## src/rtl/mux_scan_sequencer.sv

```systemverilog
// mux_scan_sequencer: steps a 4:1 mux select through ch0..ch3, dwelling DWELL cycles each,
// and assembles the four sampled mux outputs into a 4-bit word with a one-cycle valid.
module mux_scan_sequencer #(
  parameter int DWELL = 2
) (
  input  logic       clk,
  input  logic       rst,
  input  logic       start,
  input  logic       continuous,
  input  logic       mux_out,
  output logic [1:0] sel,
  output logic [3:0] data,
  output logic       valid,
  output logic       busy
);
  typedef enum logic [1:0] {IDLE, SCAN, DONE} state_t;
  localparam logic [7:0] LAST = 8'(DWELL - 1);
  state_t     r_state;
  logic [7:0] r_cnt;
  logic [2:0] r_shadow;
  logic [1:0] r_sel;
  logic [3:0] r_data;
  logic       r_valid;
  logic       r_busy;
  logic       w_last;
  assign w_last = r_cnt == LAST;
  assign sel    = r_sel;
  assign data   = r_data;
  assign valid  = r_valid;
  assign busy   = r_busy;
  // Channels arrive in order 0,1,2, so shifting in from the top leaves shadow = {ch2,ch1,ch0}
  always_ff @(posedge clk or posedge rst) begin
    if (rst) begin
      r_state  <= IDLE;
      r_cnt    <= '0;
      r_shadow <= '0;
      r_sel    <= '0;
      r_data   <= '0;
      r_valid  <= 1'b0;
      r_busy   <= 1'b0;
    end else begin
      case (r_state)
        IDLE: if (start) begin
          r_state <= SCAN;
          r_sel   <= '0;
          r_cnt   <= '0;
          r_busy  <= 1'b1;
        end
        SCAN: if (w_last) begin
          r_cnt <= '0;
          if (r_sel == 2'd3) begin
            r_data  <= {mux_out, r_shadow};
            r_valid <= 1'b1;
            r_state <= DONE;
          end else begin
            r_shadow <= {mux_out, r_shadow[2:1]};
            r_sel    <= r_sel + 2'd1;
          end
        end else begin
          r_cnt <= r_cnt + 8'd1;
        end
        DONE: begin
          r_valid <= 1'b0;
          r_sel   <= '0;
          r_cnt   <= '0;
          r_state <= continuous ? SCAN : IDLE;
          r_busy  <= continuous;
        end
        default: r_state <= IDLE;
      endcase
    end
  end
endmodule

```

## config.mk

```make
export PLATFORM = sky130hd
export DESIGN_NAME = mux_scan_sequencer
export DESIGN_NICKNAME = d
export VERILOG_FILES = /design/src/rtl/mux_scan_sequencer.sv
export SDC_FILE = /design/constraint.sdc
export NUM_CORES = 1
export LEC_CHECK = 0
export BUFFER_PORTS_ARGS = -buffer_cell sky130_fd_sc_hd__buf_2
export CORE_MARGIN = 4
export CORE_UTILIZATION = 30
export DETAILED_ROUTE_END_ITERATION = 10
export PLACE_DENSITY = 0.47
export SLEW_MARGIN = 40
export SYNTH_ARGS = -nofsm -noshare
export SYNTH_HDL_FRONTEND = slang
export SYNTH_SLANG_ARGS = --single-unit
```

## constraint.sdc

```tcl
create_clock -name clk -period 2.1 [get_ports clk]
set_input_delay 0 -clock clk [delete_from_list [all_inputs] [get_ports clk]]
set_output_delay 0 -clock clk [all_outputs]
set_load 0.01 [all_outputs]
```

# Yosys cells after proc, flatten, opt, wreduce, memory -nomap -nowiden
# Cells that the tools add are included.
word_totals:
  ram_bits: 0
  latch_bits: 0
  reg_bits: 21
  n_memories: 0
  mem_bits_ro: 0
op_classes:
  reduce_logical: 11
  n_addsub: 2
  n_mux: 17
  n_div: 0
  n_mul: 0
  n_eq_ne: 8
  n_shift: 0
  order_cmp: 0
  bitwise_logic: 1
ops:
  columns: ["operator", "count"]
  rows:
  - ["one-hot mux 8 bit (3 select lines)", 1]
  - ["two-way mux 8 bit", 2]
  - ["two-way mux 2 bit", 6]
  - ["one-hot mux 2 bit (3 select lines)", 2]
  - ["AND reduction 3 bit", 4]
  - ["adder 8 x 1 -> 8 bit (second input constant)", 1]
  - ["== test 8 x 1 -> 1 bit (second input constant)", 1]
  - ["!= test 2 bit (second input constant)", 4]
  - ["== test 2 bit (second input constant)", 2]
  - ["two-way mux 1 bit", 4]
  - ["one-hot mux 1 bit (2 select lines)", 2]
  - ["AND reduction 2 bit", 2]
  - ["AND reduction 4 bit", 1]
  - ["nonzero test 2 bit", 2]
  - ["nonzero test 3 bit", 1]
  - ["adder 2 x 1 -> 2 bit (second input constant)", 1]
  - ["== test 2 x 1 -> 1 bit (second input constant)", 1]
  - ["zero test 2 bit", 1]
  - ["NOT 1 bit", 1]

# Depth between registers and ports, before layout
# Gate-level depths: netlist of the first run.
logic_depth:
  word_depth: 4
  mapped_depth: 6
  ltp_nobuf: 6

# Worst setup path after synthesis of the first run
# OpenSTA, ideal clock, no wires.
synth_path:
  kind: "reg2reg"
  from: "register r_cnt[1]"
  to: "register r_cnt[5]"
  path_slack_ns: 0.389
  arrival_ns: 1.590
  setup_ns: 0.121
  path_stages_with_launch: 7
  path_cell_list: "dfrtp_1 inv_1 ha_1 or4b_4 o21ai_4 o21ai_2 a22o_1"
synth_between:
  elab_chain_len: 3
  word_cells_on_any_way: 4
  classes_between: "add/sub: 1; eq/ne: 1; mux: 2"
synth_rtl:
  columns: ["item", "line", "source"]
  rows:
  - ["start, declared", "19", "logic [7:0] r_cnt;"]
  - ["start signal, assigned", "60", "r_cnt <= r_cnt + 8'd1;"]
  - ["adder 8 x 1 -> 8 bit / == test 8 x 1 -> 1 bit (equally long branches)", "60, 26", null]
  - ["two-way mux 8 bit (*)", "49", "SCAN: if (w_last) begin"]
  - ["one-hot mux 8 bit (3 select lines) (*)", "42", "case (r_state)"]
# Every way passes the cells marked *; elsewhere a longest branch is shown, timed or not.
# A chain may end at the register's enable or synchronous reset.

# Worst setup path after layout of the first run
# Same ends and word-level chain as after synthesis.

==> results_dict.tcl, run 1 <==
set metrics [dict create \
    critical-path-slowest-cell "or4b_4" \
    netlist_instances 88 \
    initial_core_util_pct 32.1 \
    seq_power_share_pct 45.1 \
    worstSetupEndpointType "register" \
    fmax_mhz 543 \
    cts_max_level 1 \
    clock_skew_ns 0.00420 \
    startpoint "r_cnt[1]" \
    worst_r2r_endpoint "r_cnt[5]" \
    finalPower_mw 1.55 \
    synth_top_area_cell "dfrtp_1" \
    place_area_sq_mm 0.00113 \
    synth_net_count 96 \
    gp_routability_congestion 0.685 \
    row_count 20 \
    antenna_found_initial 0 \
    hold_violations 0 \
    average_wire_per_cell_in_the_routed_design_microns 12.7 \
    area_delta_synth_final_pct 19.9 \
    p_sw_share_pct 38.1 \
    grt_pass1_wl_microns 3570 \
    number_of_sinks_on_the_clock_net 21 \
    comb_power_share_pct 41.9 \
    max-vdd-ir-drop_mv 0.595 \
    postRouteAntennaNets 0 \
    maxCapViolations 0 \
    grt_start_max_net_pins 22 \
    finalNetCount 119 \
    track_usage_pct 10.7 \
    die_h_microns 65.8 \
    seq_area_sq_um 526 \
    finalWirelength_microns 1960 \
    yosys-top-cells-area "dfrtp_1 52%, mux2_2 7.9%, ha_1 3.7%" \
    sequential_fraction_of_the_synthesis_area_pct 52.4 \
    reg2reg_setup_slack_ns 0.26 \
    power_report.internal_total_mw 0.962 \
    crit_path_end "r_cnt[5]" \
    p_per_area_mw_per_mm2 1290 \
    hp-class "in2async" \
    fin_crit_sh_pct 87.6 \
    yosys_warnings 0 \
    drcViolationCount 0 \
    post_synth_num_cell_types 32 \
    final-setup-viol-count 0 \
    clkSlewWorstSetupHoldPaths_ns 0.13 \
    synthesis.area_sq_mm 0.00100 \
    detailedRoute.firstPassIterationCount 4 \
    worstSetupPathType "reg2reg" \
    post-cts-setup-buffer-count 0 \
    hpwlAfterDp_microns 1430 \
    clockPowerShare_pct 13.0 \
    reg2reg_depth 6 \
    timing.rr.start "r_cnt[1]" \
    cts_buffer_depth 2 \
    worstPathRequired_ns 2.31 \
    cpPeakStageDelay_ns 0.48 \
    timing.critical_path.from_type "register" \
    vias 745 \
    placement.io_buffers 12 \
    grt_setup_unrepaired "false" \
    via_count_of_the_first_global_routing_pass 721 \
    worst-path-max-fanout 8 \
    setup_tns_ns 0 \
    die_w_microns 65.8 \
    run_status "completed" \
    drt-initial-drc-count 60 \
    tritoncts_clock_tree "built" \
    total_leakage_power_nw 0.575 \
    cells_along_the_critical_path "inv_1 > ha_1 > or4b_4 > o21ai_4 > o21ai_2 > a22o_1" \
    clk_root_buf "clkbuf_4" \
    vias_per_cell 4.84 \
    layout-drive-gt1-share_pct 28.2 \
    cp_data_arrival_time_ns 2.05 \
    worst_slew_pin_slew_ns 0.440 \
    maxSlewViolCount 0 \
    fillers 329 \
    layout_min_cycle_time_ns 1.84 \
    antennaDiodeCount 0 \
    worst_slew_margin_rel_pct 70.6 \
    boundaryPins 13 \
    fin_area_sq_mm 0.00120 \
    yosysTopAreaCellShare_pct 52.4 \
    worst_hold_slack_ns 0.219 \
    clock_latency_late_sink_ns 0.30 \
    multi_input_comb_area_sq_um 467 \
    fp.coreArea_sq_mm 0.00313 \
    dieArea_sq_mm 0.00433 \
    cts-buffers-inserted 3 \
    net-switching-power_mw 0.593 \
    synth.avg_cell_area_sq_um 11.4 \
    synth-seq-cells 21 \
    grt-ovfl-total 0 \
]
==> state kept, by name, summed over array words and instances, names as in the netlist <==
| name | count |
|---|---|
| r_cnt | 8 |
| data | 4 |
| r_shadow | 3 |
| r_state | 2 |
| sel | 2 |
| busy | 1 |
| valid | 1 |
==> routing by layer <==
metal	track usage (%)	vias up	part of all wire, %
li1	-	374	-
met1	15.6	354	52
met2	15.4	15	43
met3	4.08	2	4.0
met4	1.55	0	0.77
met5	0	-	0
==> cell type report <==
| class | count | share of cell area, % |
|---|---|---|
| Multi-Input combinational cell | 64 | 38.8 |
| Tap cell | 44 | 4.57 |
| Timing Repair Buffer | 18 | 9.56 |
| Sequential cell | 21 | 43.7 |
| Clock buffer | 3 | 1.87 |
| Clock inverter | 1 | 0.624 |
| Inverter | 3 | 0.936 |
==> worst max-delay path, delay by kind of cell, from the launching register on <==
family	cells	cell delay [ns]
buffers and inverters	1	0.08
AO/OA/AOI/OAI	3	0.60
AND/OR/NAND/NOR	1	0.48
adder cells (fa/ha/maj)	1	0.15
flip-flops	1	0.43
==> synthesized netlist by cell type <==
| master | instances |
|---|---|
| ha_1 | 3 |
| a21oi_1 | 4 |
| nor2_1 | 4 |
| o21ai_0 | 5 |
| nand4b_1 | 1 |
| a41oi_1 | 1 |
| and3_2 | 1 |
| a22o_1 | 4 |
| nand3_1 | 4 |
| nand2b_1 | 3 |
| nand4_1 | 2 |
| o21ai_2 | 1 |
| a21o_1 | 1 |
| nand2_1 | 4 |
| dfrtp_1 | 21 |
| and2b_2 | 1 |
| and3_1 | 3 |
| o21a_1 | 1 |
| o21ai_4 | 1 |
| nor3_1 | 1 |
| inv_1 | 3 |
| a31oi_1 | 2 |
| nor3b_1 | 2 |
| o21bai_1 | 1 |
| o22ai_1 | 1 |
| mux2i_1 | 1 |
| nor2b_1 | 1 |
| mux2_2 | 7 |
| or4b_4 | 1 |
| o21ai_1 | 1 |
| or3_1 | 1 |
| nor4b_1 | 1 |
==> cell families after synthesis <==
logic type                 Yosys count  share of synthesized area [%]
buffers and inverters                3                           1.12
muxes                                8                           8.85
and+or+nand+nor                     30                           18.0
DFF                                 21                           52.4
adders and majority gates            3                           3.74
AOI/OAI and AO/OA                   23                           16.0
==> through the flow <==
| stage | instances | utilization (%) | setup slack, ns |
|---|---|---|---|
| after detailed placement | 146 | 36.2 | 0.275 |
| final | 154 | 38.5 | 0.260 |
| after CTS | 154 | 38.5 | 0.243 |
| after global placement | 146 | 36.2 | 0.288 |
| after floorplan | 88 | - | 0.389 |
| after global routing | 154 | 38.5 | 0.0747 |
==> how the worst min path moves through the flow <==
stage | start | to | slack [ns] | cells past startpoint
global placement | rst | r_cnt[0] | 0.22 | 2
detailed placement | rst | r_cnt[7] | 0.04 | 2
global route | rst | r_cnt[7] | 0.24 | 3
CTS | rst | r_cnt[7] | 0.23 | 3
floorplan | rst | busy | -0.02 | 1
finish | rst | r_shadow[0] | 0.22 | 3
==> placed cells by master, fill, tap and decap left out, types with 2 or more instances in the layout <==
cell type,n
mux2_2,7
a21oi_1,4
buf_2,12
a31oi_1,2
a22o_1,4
dfrtp_1,21
nand3_1,4
ha_1,3
buf_4,2
and3_1,3
o21ai_0,5
inv_1,2
dlygate4sd3_1,4
nand2b_1,3
nand4_1,2
nand2_1,4
nor2_1,4
clkbuf_4,3
nor3b_1,2
==> power groups by stage <==
stage	Clock, mW	Sequential, mW	Combinational (mW)
finish	0.202	0.701	0.651
global route	0.236	0.733	0.744
CTS	0.214	0.704	0.667
detailed placement	0	0.712	0.660
global placement	0	0.709	0.657
floorplan	0	0.711	0.452
==> timing repair <==
action,4_1_cts,5_1_grt
endpoints found under the hold margin,25,0
resized for setup,0,0
hold buffers,4,0
Power figures use the tool's default switching activity.
==> run 2, diff against run 1 <==
- ABC_AREA: default -> 1
==> run 2 against run 1 <==
  * Clock power about the same
  * Register-to-register slack improved by 0.49 ns
  * Total power increased by 0.15%
  * Via count increased by 13%
  * Core utilization decreased by 1.6 points
  * Synthesized area increased by 7.0%
  * Combinational power decreased by 0.9%
  * Highest routed layer unchanged
==> results_dict.tcl, run 2 <==
set metrics [dict create \
    largest_register_ffs 8 \
    yosysMostFrequentCell "nand2_1" \
    cp_data_arrival_time_ns 1.56 \
    via_count_of_the_first_global_routing_pass 806 \
    grt_pass1_wl_microns 3620 \
    cp.buffers_inverters 1 \
    worst_slew_pin_slew_ns 0.452 \
    numPlacedInstances 183 \
    number_of_sinks_on_the_clock_net 21 \
    cts_max_level 1 \
    maxSlewViolCount 0 \
    reg2reg_setup_slack_ns 0.75 \
    run_status "completed" \
    timing.rr.start "r_cnt[1]" \
    worstPathRequired_ns 2.31 \
    cts-resized-gates 0 \
    post-cts-setup-buffer-count 0 \
    largest_register "r_cnt" \
    p_per_area_mw_per_mm2 1250 \
    vias_per_cell 4.43 \
    synth_net_count 133 \
    layout.cells.most_common_list "29 x nand2_1, 21 x dfrtp_1, 18 x inv_1" \
    setup_tns_ns 0 \
    finalWirelength_microns 2040 \
    worst_r2r_endpoint "r_shadow[0]" \
    fp.coreArea_sq_mm 0.00339 \
    cpPeakStageDelay_ns 0.42 \
    clock_latency_late_sink_ns 0.31 \
    synth.avg_cell_area_sq_um 8.59 \
    timing.critical_path.from_type "register" \
    worst_hold_slack_ns 0.0845 \
    synthesis.area_sq_mm 0.00107 \
    postRouteAntennaNets 0 \
    critical_path_cell_count 7 \
    layout_min_cycle_time_ns 1.35 \
    row_count 21 \
    area_delta_synth_final_pct 16.3 \
    critical-path-slowest-cell "dfrtp_1" \
    maxCapViolations 0 \
    initial_core_util_pct 31.7 \
    clockPowerShare_pct 12.9 \
    boundaryPins 13 \
    max-vdd-ir-drop_mv 0.414 \
    sequential_fraction_of_the_synthesis_area_pct 49.0 \
    synth-compound-area-share_pct 11.3 \
    die_w_microns 67.8 \
    fmax_mhz 741 \
    worstHoldPathCells 3 \
    track_usage_pct 10.1 \
    power_report.internal_total_mw 0.907 \
    synth-seq-cells 21 \
    average_wire_per_cell_in_the_routed_design_microns 10.7 \
    hold_path.startpoint "start" \
    clk_root_buf "clkbuf_4" \
    worstSetupPathType "reg2reg" \
    comb_power_share_pct 41.4 \
    seq_power_share_pct 45.6 \
    synth-edff-count 0 \
    fraction_of_synthesized_area_in_multiplexers_pct 0 \
    synth_top_area_cell "dfrtp_1" \
    synth_xor_area_share_pct 2.45 \
    yosys-top-cells-area "dfrtp_1 49%, nand2_1 10%, inv_1 6.6%" \
    synth_top_cells_by_count "29 x nand2_1, 21 x dfrtp_1, 19 x inv_1" \
    post_synth_num_cell_types 22 \
    cts_buffer_depth 2 \
    grt_start_max_net_pins 22 \
    layout.core_utilization_pct 36.8 \
    synth_top_family_by_area "simple AND/OR/NAND/NOR gates" \
    hold_violations 0 \
    cts-buffers-inserted 3 \
    drcViolationCount 0 \
    drt-initial-drc-count 39 \
    p_sw_share_pct 41.8 \
    cells_along_the_critical_path "inv_1 > ha_1 > nand3_1 > nor2_4 > nand2_2 > nand2_1 > o21ai_1" \
    worst_slew_margin_rel_pct 69.8 \
    grt_setup_unrepaired "false" \
    dieArea_sq_mm 0.00460 \
    finalNetCount 153 \
    postSynth.asyncResetShare_pct 100 \
    post_synth_and_or_nand_nor_area_fraction_pct 25.9 \
    antennaDiodeCount 0 \
    fin_area_sq_mm 0.00125 \
    grt-ovfl-total 0 \
    yosys_warnings 0 \
    reg2reg_depth 7 \
    total_leakage_power_nw 0.648 \
    yosysTopAreaCellShare_pct 49.0 \
    synth-main-ff-cell "dfrtp_1" \
    placement.io_buffers 12 \
    final_cell_count_no_fill 190 \
    net-switching-power_mw 0.650 \
    hpwlAfterDp_microns 1530 \
    clock_skew_ns 0.00940 \
    die_h_microns 67.8 \
    post_synth_adder_cell_area_pct 3.50 \
    critPathTopFamily "simple AND/OR/NAND/NOR gates" \
    vias 842 \
    layout_commonest_cell "nand2_1" \
    tritoncts_clock_tree "built" \
    place_area_sq_mm 0.00119 \
    layout-drive-gt1-share_pct 20.8 \
    detailedRoute.firstPassIterationCount 4 \
    worstSetupEndpointType "register" \
    netlist_instances 125 \
    final-setup-viol-count 0 \
    antenna_found_initial 0 \
    worst-path-max-fanout 6 \
    hp-class "in2reg" \
    fin_crit_sh_pct 64.3 \
    clkSlewWorstSetupHoldPaths_ns 0.13 \
    gp_routability_congestion 0.769 \
    worstHoldEndpoint "busy" \
]
## run 2: power groups by stage
stage	clock, mW	sequential [mW]	combinational (mW)
6_report	0.201	0.710	0.645
5_1_grt	0.225	0.732	0.748
2_1_floorplan	0	0.731	0.449
4_1_cts	0.207	0.712	0.657
3_5_place_dp	0	0.721	0.649
3_3_place_gp	0	0.716	0.651
## run 2: how the worst max path moves through the flow
stage / startpoint / endpoint / slack [ns]
after floorplan: sel[0] / r_shadow[2] / 0.85
after global placement: r_cnt[1] / r_shadow[2] / 0.78
after detailed placement: r_cnt[1] / r_shadow[2] / 0.76
after CTS: r_cnt[1] / r_shadow[0] / 0.74
after global routing: r_cnt[1] / sel[0] / 0.62
final: r_cnt[1] / r_shadow[0] / 0.75
## run 2: repair_timing
action	in CTS	in global routing
endpoints found under the setup margin	0	0
hold endpoints to repair	24	0
hold buffers	3	0
## run 2: metal layers
layer / global-route usage (%) / share of wire (%)
met5: 0 / 0
met4: 2.98 / 0.69
met3: 1.48 / 1.9
met2: 15.3 / 43
met1: 14.9 / 55
## run 2: worst reg2reg max path: stages, from the launching register on
cell and delay [ns]:
dfrtp_1 0.42, inv_1 0.08, ha_1 0.16, nand3_1 0.12
nor2_4 0.21, nand2_2 0.13, nand2_1 0.08, o21ai_1 0.06
## run 2: cell type report
cell class | count | area (sq um)
inverters | 22 | 85.1
repair buffers | 15 | 90.1
clock buffers | 3 | 22.5
well taps | 46 | 57.6
multi-input cells | 82 | 463
fillers | 354 | 2140
clock inverters | 1 | 5.00
flip-flops and latches | 21 | 526
## run 2: cell families (layout without fill, tap and decap cells)
logic type,Yosys count,count (layout)
AOI/OAI and AO/OA,20,20
xor gates and xnor gates,3,3
and+or+nand+nor,56,56
adders and majority gates,3,3
DFF,21,21
buffers and inverters,22,41
## run 2: per-stage QoR
step	total power [mW]	setup WS (ns)
2_1_floorplan	1.18	0.846
3_3_place_gp	1.37	0.783
3_5_place_dp	1.37	0.763
4_1_cts	1.58	0.741
5_1_grt	1.71	0.619
6_report	1.56	0.750
==> run 3, diff against run 2 <==
- clock period: 2.1 -> 1.4 ns (I/O delays scaled with it)
==> run 3 against run 2 <==
  * Setup slack worse by 0.65 ns
  * Sequential power rose by 49%
  * Largest power group is now combinational cells
  * Cell area up 5.4%
  * Clock skew about the same
  * Global-route usage grew 0.98 points
  * First-iteration DRC count grew 41%
  * Sequential share of layout area down 2.2 points
==> results_dict.tcl, run 3 (same netlist as run 2, synthesis figures left out) <==
set metrics [dict create \
    run_status "completed" \
    maxCapViolations 0 \
    die_w_microns 67.8 \
    worst_slew_margin_rel_pct 79.0 \
    layout.core_utilization_pct 38.8 \
    layout.cells.most_common_list "27 x nand2_1, 21 x dfrtp_1, 18 x inv_1" \
    hold_violations 0 \
    fp.coreArea_sq_mm 0.00339 \
    total_leakage_power_nw 0.684 \
    layout_commonest_cell "nand2_1" \
    worstSetupPathType "reg2reg" \
    hp-class "in2reg" \
    gp_routability_congestion 0.759 \
    grt_start_max_net_pins 22 \
    clk_root_buf "clkbuf_4" \
    hold_path.startpoint "start" \
    net-switching-power_mw 1.01 \
    die_h_microns 67.8 \
    worst_slew_pin_slew_ns 0.312 \
    vias_per_cell 4.45 \
    p_sw_share_pct 41.1 \
    timing.rr.start "r_cnt[1]" \
    power_report.internal_total_mw 1.45 \
    maxSlewViolCount 0 \
    grt_pass1_wl_microns 3860 \
    clkSlewWorstSetupHoldPaths_ns 0.12 \
    clock_latency_late_sink_ns 0.31 \
    antenna_found_initial 0 \
    finalNetCount 161 \
    boundaryPins 13 \
    layout_min_cycle_time_ns 1.30 \
    hpwlAfterDp_microns 1590 \
    postRouteAntennaNets 0 \
    cts-buffers-inserted 3 \
    largest_register_ffs 8 \
    initial_core_util_pct 31.7 \
    worst_r2r_endpoint "r_shadow[2]" \
    cts_max_level 1 \
    antennaDiodeCount 0 \
    worstPathRequired_ns 1.61 \
    timing.critical_path.from_type "register" \
    p_per_area_mw_per_mm2 1860 \
    cp_data_arrival_time_ns 1.52 \
    max-vdd-ir-drop_mv 0.790 \
    numPlacedInstances 186 \
    worstHoldEndpoint "busy" \
    via_count_of_the_first_global_routing_pass 878 \
    reg2reg_setup_slack_ns 0.1 \
    comb_power_share_pct 44.7 \
    cts_buffer_depth 2 \
    row_count 21 \
    drt-initial-drc-count 55 \
    area_delta_synth_final_pct 22.6 \
    fin_crit_sh_pct 93.1 \
    tritoncts_clock_tree "built" \
    worst-path-max-fanout 6 \
    setup_tns_ns 0 \
    final_cell_count_no_fill 198 \
    track_usage_pct 11.1 \
    vias 881 \
    finalWirelength_microns 2190 \
    worstSetupEndpointType "register" \
    drcViolationCount 0 \
    layout-drive-gt1-share_pct 27.0 \
    fmax_mhz 768 \
    clock_skew_ns 0.00937 \
    reg2reg_depth 7 \
    worstHoldPathCells 3 \
    dieArea_sq_mm 0.00460 \
    grt-ovfl-total 0 \
    number_of_sinks_on_the_clock_net 21 \
    largest_register "r_cnt" \
    average_wire_per_cell_in_the_routed_design_microns 11.1 \
    detailedRoute.firstPassIterationCount 4 \
    seq_power_share_pct 43.3 \
    placement.io_buffers 12 \
    clockPowerShare_pct 12.0 \
    final-setup-viol-count 0 \
]
run 3: layout make-up:
| cell class | instances | area [sq um] |
|---|---|---|
| Clock buffer | 3 | 22.5 |
| Clock inverter | 1 | 5.00 |
| Fill cell | 367 | 2070 |
| Inverter | 22 | 85.1 |
| Multi-Input combinational cell | 82 | 470 |
| Sequential cell | 21 | 526 |
| Tap cell | 46 | 57.6 |
| Timing Repair Buffer | 23 | 150 |
run 3: metrics by stage:
step / setup WS [ns] / power, mW / hold slack [ns] / cell area [sq um]
after CTS: 0.0129 / 2.39 / 0.0549 / 1270
after global placement: 0.0825 / 2.06 / 0.0497 / 1210
after floorplan: 0.146 / 1.77 / -0.0235 / 1070
final: 0.0973 / 2.45 / 0.0694 / 1320
after detailed placement: 0.0396 / 2.07 / 0.0485 / 1210
after global routing: -0.0165 / 2.70 / 0.113 / 1320
run 3: worst max-delay path, stage by stage (launching register included):
cell     delay (ns)
dfrtp_1        0.43
inv_2          0.07
ha_2           0.16
nand3_1        0.11
nor2_4         0.17
nand2_2        0.13
nand2_1        0.09
o21ai_2        0.05
run 3: how the worst max path moves through the flow:
stage,cells past startpoint,to,start,slack (ns)
after floorplan,7,r_shadow[2],sel[0],0.15
after global placement,7,r_shadow[2],r_cnt[1],0.08
after detailed placement,7,r_shadow[2],r_cnt[1],0.04
after CTS,7,r_shadow[2],r_cnt[1],0.01
after global routing,9,sel[0],r_cnt[1],-0.02
final,7,r_shadow[2],r_cnt[1],0.1
run 3: repair_timing:
action	in CTS	in global routing
endpoints found under the setup margin	0	11
hold endpoints to repair	25	0
resized for setup	0	4
buffers inserted	0	5
hold buffers	3	0
run 3: per-layer routing:
| metal | vias up | part of all wire, % | track usage, % | wire length, microns |
|---|---|---|---|---|
| met1 | 413 | 49 | 15.6 | 1070 |
| met5 | - | 0 | 0 | 0 |
| met2 | 12 | 48 | 16.9 | 1050 |
| li1 | 454 | - | - | - |
| met4 | 0 | 0.77 | 5.21 | 17 |
| met3 | 2 | 2.7 | 1.48 | 60 |
run 3: power groups by stage:
stage                     Clock, mW  Combinational (mW)  Sequential, mW
final                         0.294                1.10            1.06
after global routing          0.338                1.26            1.10
after CTS                     0.313                1.02            1.06
after detailed placement          0               0.993            1.08
after global placement            0               0.988            1.07
after floorplan                   0               0.673            1.10
